## config.mk

```make
export PLATFORM = sky130hd
export DESIGN_NAME = serial_lsb_first_comparator_flat
export DESIGN_NICKNAME = d
export VERILOG_FILES = /design/src/rtl/serial_lsb_first_comparator_pkg.sv /design/src/rtl/serial_lsb_first_comparator_if.sv /design/src/rtl/lsb_first_compare_step.sv /design/src/rtl/serial_lsb_first_comparator.sv /design/src/flat_wrapper.sv
export SDC_FILE = /design/constraint.sdc
export NUM_CORES = 1
export LEC_CHECK = 0
export ABC_CLOCK_PERIOD_IN_PS = 1560
export BUFFER_PORTS_ARGS = -buffer_cell sky130_fd_sc_hd__buf_2
export CORE_MARGIN = 2
export CORE_UTILIZATION = 54
export DETAILED_ROUTE_END_ITERATION = 8
export PLACE_DENSITY = 0.88
export SYNTH_ARGS = -nofsm -noshare
export SYNTH_HDL_FRONTEND = slang
export SYNTH_HIERARCHICAL = 1
export SYNTH_SLANG_ARGS = --single-unit
```

## constraint.sdc

```tcl
create_clock -name clk -period 1.56 [get_ports clk]
set_input_delay 0.39 -clock clk [delete_from_list [all_inputs] [get_ports clk]]
set_output_delay 0.39 -clock clk [all_outputs]
set_load 0.01 [all_outputs]
```

## src/rtl/serial_lsb_first_comparator_pkg.sv

```systemverilog
// Shared encodings for the bit-serial LSB-first comparator: FSM states and
// flag-vector bit positions. The testbench imports these too.
package serial_lsb_first_comparator_pkg;

  localparam logic [1:0] ST_IDLE = 2'd0;
  localparam logic [1:0] ST_RUN  = 2'd1;
  localparam logic [1:0] ST_DONE = 2'd2;

  localparam int LT = 2;
  localparam int EQ = 1;
  localparam int GT = 0;

  typedef enum logic [1:0] {
    S_IDLE = ST_IDLE,
    S_RUN  = ST_RUN,
    S_DONE = ST_DONE
  } state_e;

  typedef logic [2:0] flags_t;

  localparam flags_t FLAGS_EQ = 3'b010;

endpackage

```

## src/rtl/serial_lsb_first_comparator_if.sv

```systemverilog
// Load and result handshakes of the serial comparator.
interface serial_lsb_first_comparator_if #(parameter int WIDTH = 8);
  logic             in_valid;
  logic             in_ready;
  logic [WIDTH-1:0] a;
  logic [WIDTH-1:0] b;
  logic             out_valid;
  logic             out_ready;
  logic             out_less;
  logic             out_equal;
  logic             out_more;
  logic             busy;

  modport master (
    output in_valid, a, b, out_ready,
    input  in_ready, out_valid, out_less, out_equal, out_more, busy
  );

  modport slave (
    input  in_valid, a, b, out_ready,
    output in_ready, out_valid, out_less, out_equal, out_more, busy
  );
endinterface

```

## src/rtl/lsb_first_compare_step.sv

```systemverilog
// One LSB-first compare step: an unequal bit pair overrides whatever the
// lower bits decided; equal bits leave the running flags untouched.
module lsb_first_compare_step (
  input  logic a_bit,
  input  logic b_bit,
  input  logic lt_in,
  input  logic eq_in,
  input  logic gt_in,
  output logic lt_out,
  output logic eq_out,
  output logic gt_out
);
  always_comb begin
    lt_out = lt_in;
    eq_out = eq_in;
    gt_out = gt_in;
    if (a_bit && !b_bit) begin
      lt_out = 1'b0;
      eq_out = 1'b0;
      gt_out = 1'b1;
    end else if (!a_bit && b_bit) begin
      lt_out = 1'b1;
      eq_out = 1'b0;
      gt_out = 1'b0;
    end
  end
endmodule

```

## src/rtl/serial_lsb_first_comparator.sv

```systemverilog
// Bit-serial unsigned magnitude comparator, one bit per clock LSB first.
// Result lands WIDTH cycles after accept and is held until drained.
module serial_lsb_first_comparator
  import serial_lsb_first_comparator_pkg::*;
#(
  parameter int WIDTH = 8
) (
  input  logic clk,
  input  logic reset,
  serial_lsb_first_comparator_if.slave bus
);
  localparam int CW = $clog2(WIDTH + 1);
  localparam logic [CW-1:0] LAST = CW'(WIDTH - 1);

  state_e           state;
  logic [WIDTH-1:0] a_sh, b_sh;
  logic [CW-1:0]    cnt;
  flags_t           flags, nxt, res;

  lsb_first_compare_step u_step (
    .a_bit  (a_sh[0]),
    .b_bit  (b_sh[0]),
    .lt_in  (flags[LT]),
    .eq_in  (flags[EQ]),
    .gt_in  (flags[GT]),
    .lt_out (nxt[LT]),
    .eq_out (nxt[EQ]),
    .gt_out (nxt[GT])
  );

  always_ff @(posedge clk) begin
    if (reset) begin
      state <= S_IDLE;
      a_sh  <= '0;
      b_sh  <= '0;
      cnt   <= '0;
      flags <= '0;
      res   <= '0;
    end else begin
      case (state)
        S_IDLE: if (bus.in_valid) begin
          a_sh  <= bus.a;
          b_sh  <= bus.b;
          cnt   <= '0;
          flags <= FLAGS_EQ;
          state <= S_RUN;
        end
        S_RUN: begin
          flags <= nxt;
          a_sh  <= a_sh >> 1;
          b_sh  <= b_sh >> 1;
          cnt   <= cnt + 1'b1;
          // Last bit: publish the step output directly, not the stale flags.
          if (cnt == LAST) begin
            res   <= nxt;
            state <= S_DONE;
          end
        end
        S_DONE: if (bus.out_ready) state <= S_IDLE;
        default: state <= S_IDLE;
      endcase
    end
  end

  assign bus.in_ready  = (state == S_IDLE) && !reset;
  assign bus.out_valid = (state == S_DONE);
  assign bus.busy      = (state != S_IDLE);
  assign bus.out_less  = res[LT];
  assign bus.out_equal = res[EQ];
  assign bus.out_more  = res[GT];
endmodule

```

## src/flat_wrapper.sv

```systemverilog
// flat-port wrapper written by rule: the top's interface ports become plain ports
module serial_lsb_first_comparator_flat import serial_lsb_first_comparator_pkg::*;
#(
  parameter int WIDTH = 8
)
  (clk, reset, bus_in_valid, bus_a, bus_b, bus_out_ready, bus_in_ready, bus_out_valid, bus_out_less, bus_out_equal, bus_out_more, bus_busy);
  serial_lsb_first_comparator_if #(.WIDTH(WIDTH)) bus_i ();
  input  logic clk;
  input  logic reset;
  input wire logic [$bits(bus_i.in_valid)-1:0] bus_in_valid;
  input wire logic [$bits(bus_i.a)-1:0] bus_a;
  input wire logic [$bits(bus_i.b)-1:0] bus_b;
  input wire logic [$bits(bus_i.out_ready)-1:0] bus_out_ready;
  output wire logic [$bits(bus_i.in_ready)-1:0] bus_in_ready;
  output wire logic [$bits(bus_i.out_valid)-1:0] bus_out_valid;
  output wire logic [$bits(bus_i.out_less)-1:0] bus_out_less;
  output wire logic [$bits(bus_i.out_equal)-1:0] bus_out_equal;
  output wire logic [$bits(bus_i.out_more)-1:0] bus_out_more;
  output wire logic [$bits(bus_i.busy)-1:0] bus_busy;
  assign bus_i.in_valid = bus_in_valid;
  assign bus_i.a = bus_a;
  assign bus_i.b = bus_b;
  assign bus_i.out_ready = bus_out_ready;
  assign bus_in_ready = bus_i.in_ready;
  assign bus_out_valid = bus_i.out_valid;
  assign bus_out_less = bus_i.out_less;
  assign bus_out_equal = bus_i.out_equal;
  assign bus_out_more = bus_i.out_more;
  assign bus_busy = bus_i.busy;
  serial_lsb_first_comparator #(.WIDTH(WIDTH)) u_core (.clk(clk), .reset(reset), .bus(bus_i));
endmodule
```

==> results_dict.tcl <==
set metrics [dict create \
    p_total_mw 1.381 \
    cts_buffers 3 \
    grt_usage_pct 21.87 \
    post-route-cell-area_um2 1575 \
    tightest_slew_ns 0.4161 \
    drtIter0Drc 27 \
    hold_buffers 0 \
    grt_overflow 0 \
    vias 1227 \
    wire_per_inst_um 14.80 \
    synthCells 153 \
    placed_area_um2 1498 \
    violations "negative setup slack" \
    first_pass_iters 4 \
    synthArstFlopShare_pct 0 \
    cts.root.buffer_cell "clkbuf_4" \
    diodes 0 \
    avgViaCountPerCell 5.899 \
    avgSynthCellArea_um2 8.963 \
    cp-start-kind "flop" \
    area_growth_pct 14.87 \
    fin_skew_ns 0.003228 \
    synth_top_family_by_area "compound AO/OA/AOI/OAI gates" \
    place_congestion 0.7769 \
    synthTopCellsByCount "nor2_1 (34), dfxtp_1 (28), a211oi_2 (11)" \
    status "finished with violations" \
    worst_ep_arrival_time_ns 1.18 \
    tritoncts "done" \
    die_x_um 54.40 \
    leakagePower_nw 0.6421 \
    muxShareOfSynthArea_pct 0.7299 \
    yosysSeqAreaShare_pct 40.88 \
    setup_tns_ns -0.01389 \
    fin_nets 200 \
    ys.flop_type "dfxtp_1" \
    setup_viol 1 \
    fillers 197 \
    fin_crit_sh_pct 100.9 \
    pre_cts_slack_ns 0.2292 \
    cellPowerDensity_nw_per_um2 876.7 \
    grt_pass1_vias 1120 \
    antenna_found_initial 0 \
    synthAdderAreaFrac_pct 1.734 \
    port_buffers 25 \
    coreArea_um2 2432 \
    die_area_um2 2959 \
    finalMaxSlewViolations 0 \
    cp_max_fo 3 \
    synth_fp_nets 174 \
    hold_viol 0 \
    maxCapViolCount 0 \
    ys_ff_latch 28 \
    cts_max_path_buffers 2 \
    clk_pin_slew_worst_paths_ns 0.15 \
    final_util_pct 64.76 \
    dpl.hpwl_um 2104 \
    clkSinkCount 28 \
    synthSimpleGateAreaFrac_pct 18.34 \
    synth-compound-area-share_pct 31.20 \
    clk_latency_ns 0.32 \
    drive_above_1_share_pct 32.02 \
    synthTopCellsByArea "dfxtp_1 (41%), a211oi_2 (10%), nor2_1 (9.3%)" \
    grt_setup_unrepaired "yes" \
    cp-end-kind "primary output" \
    multi_input_area_um2 732.0 \
    dp_cells 201 \
    fin_crit_ns 1.574 \
    whs_ns 0.3999 \
    ant_nets 0 \
    htree_levels 1 \
    syn_area_um2 1371 \
    io_pins 26 \
    clock.fmax_mhz 635.4 \
    initial_core_util_pct 56.38 \
    wl_um 3079 \
    synthXorXnorAreaFrac_pct 0.6387 \
    drc 0 \
    final_cells 208 \
    critPathRequiredTime_ns 1.17 \
    seq_area_um2 565.5 \
    synth_warnings 6 \
    chipHeight_um 54.40 \
    min_path_type "in2reg" \
    ys_types 34 \
    grt_max_degree 29 \
    setup_slack_ns -0.01389 \
    synth_area_leader_cell "dfxtp_1" \
    synth_edf_count 0 \
    irDropWorstVdd_mv 0.6670 \
    crit_type "reg2out" \
    yosysTopAreaCellShare_pct 40.88 \
    synth.most_common_cell "nor2_1" \
    grt_pass1_wl_um 4740 \
    maxSlewHeadroom_pct 72.24 \
    rows 18 \
]
## critical path: stages, from the launching register on
cell and delay, ns:
dfxtp_4 0.38, or2_4 0.26, nor2_1 0.09, buf_2 0.13
## layer usage
layer / GRT usage (%) / vias up / wire, µm
li1: - / 596 / -
met2: 38.35 / 49 / 1597
met5: 0 / - / 0
met3: 3.279 / 6 / 197
met1: 25.76 / 576 / 1229
met4: 10.83 / 0 / 55
## power by group
group	total, mW	leakage [nW]	switching, mW	internal, mW
Clock	0.352	0.0210	0.209	0.143
Sequential	0.790	0.231	0.0314	0.758
Combinational	0.239	0.390	0.130	0.109
Total	1.38	0.642	0.370	1.01
## what timing repair did
| item | 4_1_cts | 5_1_grt |
|---|---|---|
| setup endpoints to repair | 3 | 2 |
| resized for setup | 6 | 1 |
| setup buffers | 3 | 0 |
## cell families after synthesis
group                      Yosys count
and+or+nand+nor                     57
adders and majority gates            2
DFF                                 28
muxes                                1
AOI/OAI and AO/OA                   48
xor gates and xnor gates             1
buffers and inverters               16
## state kept, by name (all words and copies together), names as in the netlist
signal        flops
u_core/cnt        4
u_core/b_sh       8
u_core/flags      3
u_core/res        3
u_core/a_sh       8
u_core/state      2
## path summary, 6_finish.rpt
kind | startpoint | endpoint | slack [ns] | depth (start not counted)
worst min-delay path | bus_out_ready | u_core/state[1] | 0.40 | 4
worst max register to register | u_core/state[1] | u_core/a_sh[3] | 0.21 | 5
worst min register to register | u_core/b_sh[7] | u_core/b_sh[7] | 0.50 | 2
worst max-delay path | u_core/state[1] | bus_in_ready | -0.01 | 3
## cells in the final DEF, fill, tap and decap left out, types with 2 or more instances in the layout
cell type / count
nand2_1: 7
clkbuf_4: 3
and3b_1: 2
inv_2: 2
inv_1: 2
o2bb2ai_1: 10
o22ai_1: 4
buf_2: 25
buf_4: 7
nand3_1: 5
nand2b_1: 2
a21oi_1: 5
dfxtp_1: 26
a21bo_1: 3
a211oi_2: 11
a211oi_1: 4
o21ai_0: 2
a22oi_1: 4
nor2_1: 34
nor2b_1: 2
## final cells by class
| class | instances | area share (%) |
|---|---|---|
| inverter | 4 | 0.9531 |
| timing repair buffer | 33 | 11.99 |
| multi-input combinational | 109 | 46.47 |
| sequential | 28 | 35.90 |
| clock buffer | 4 | 2.303 |
| tap | 30 | 2.383 |
Note: power is estimated with default switching activity, not from simulation.
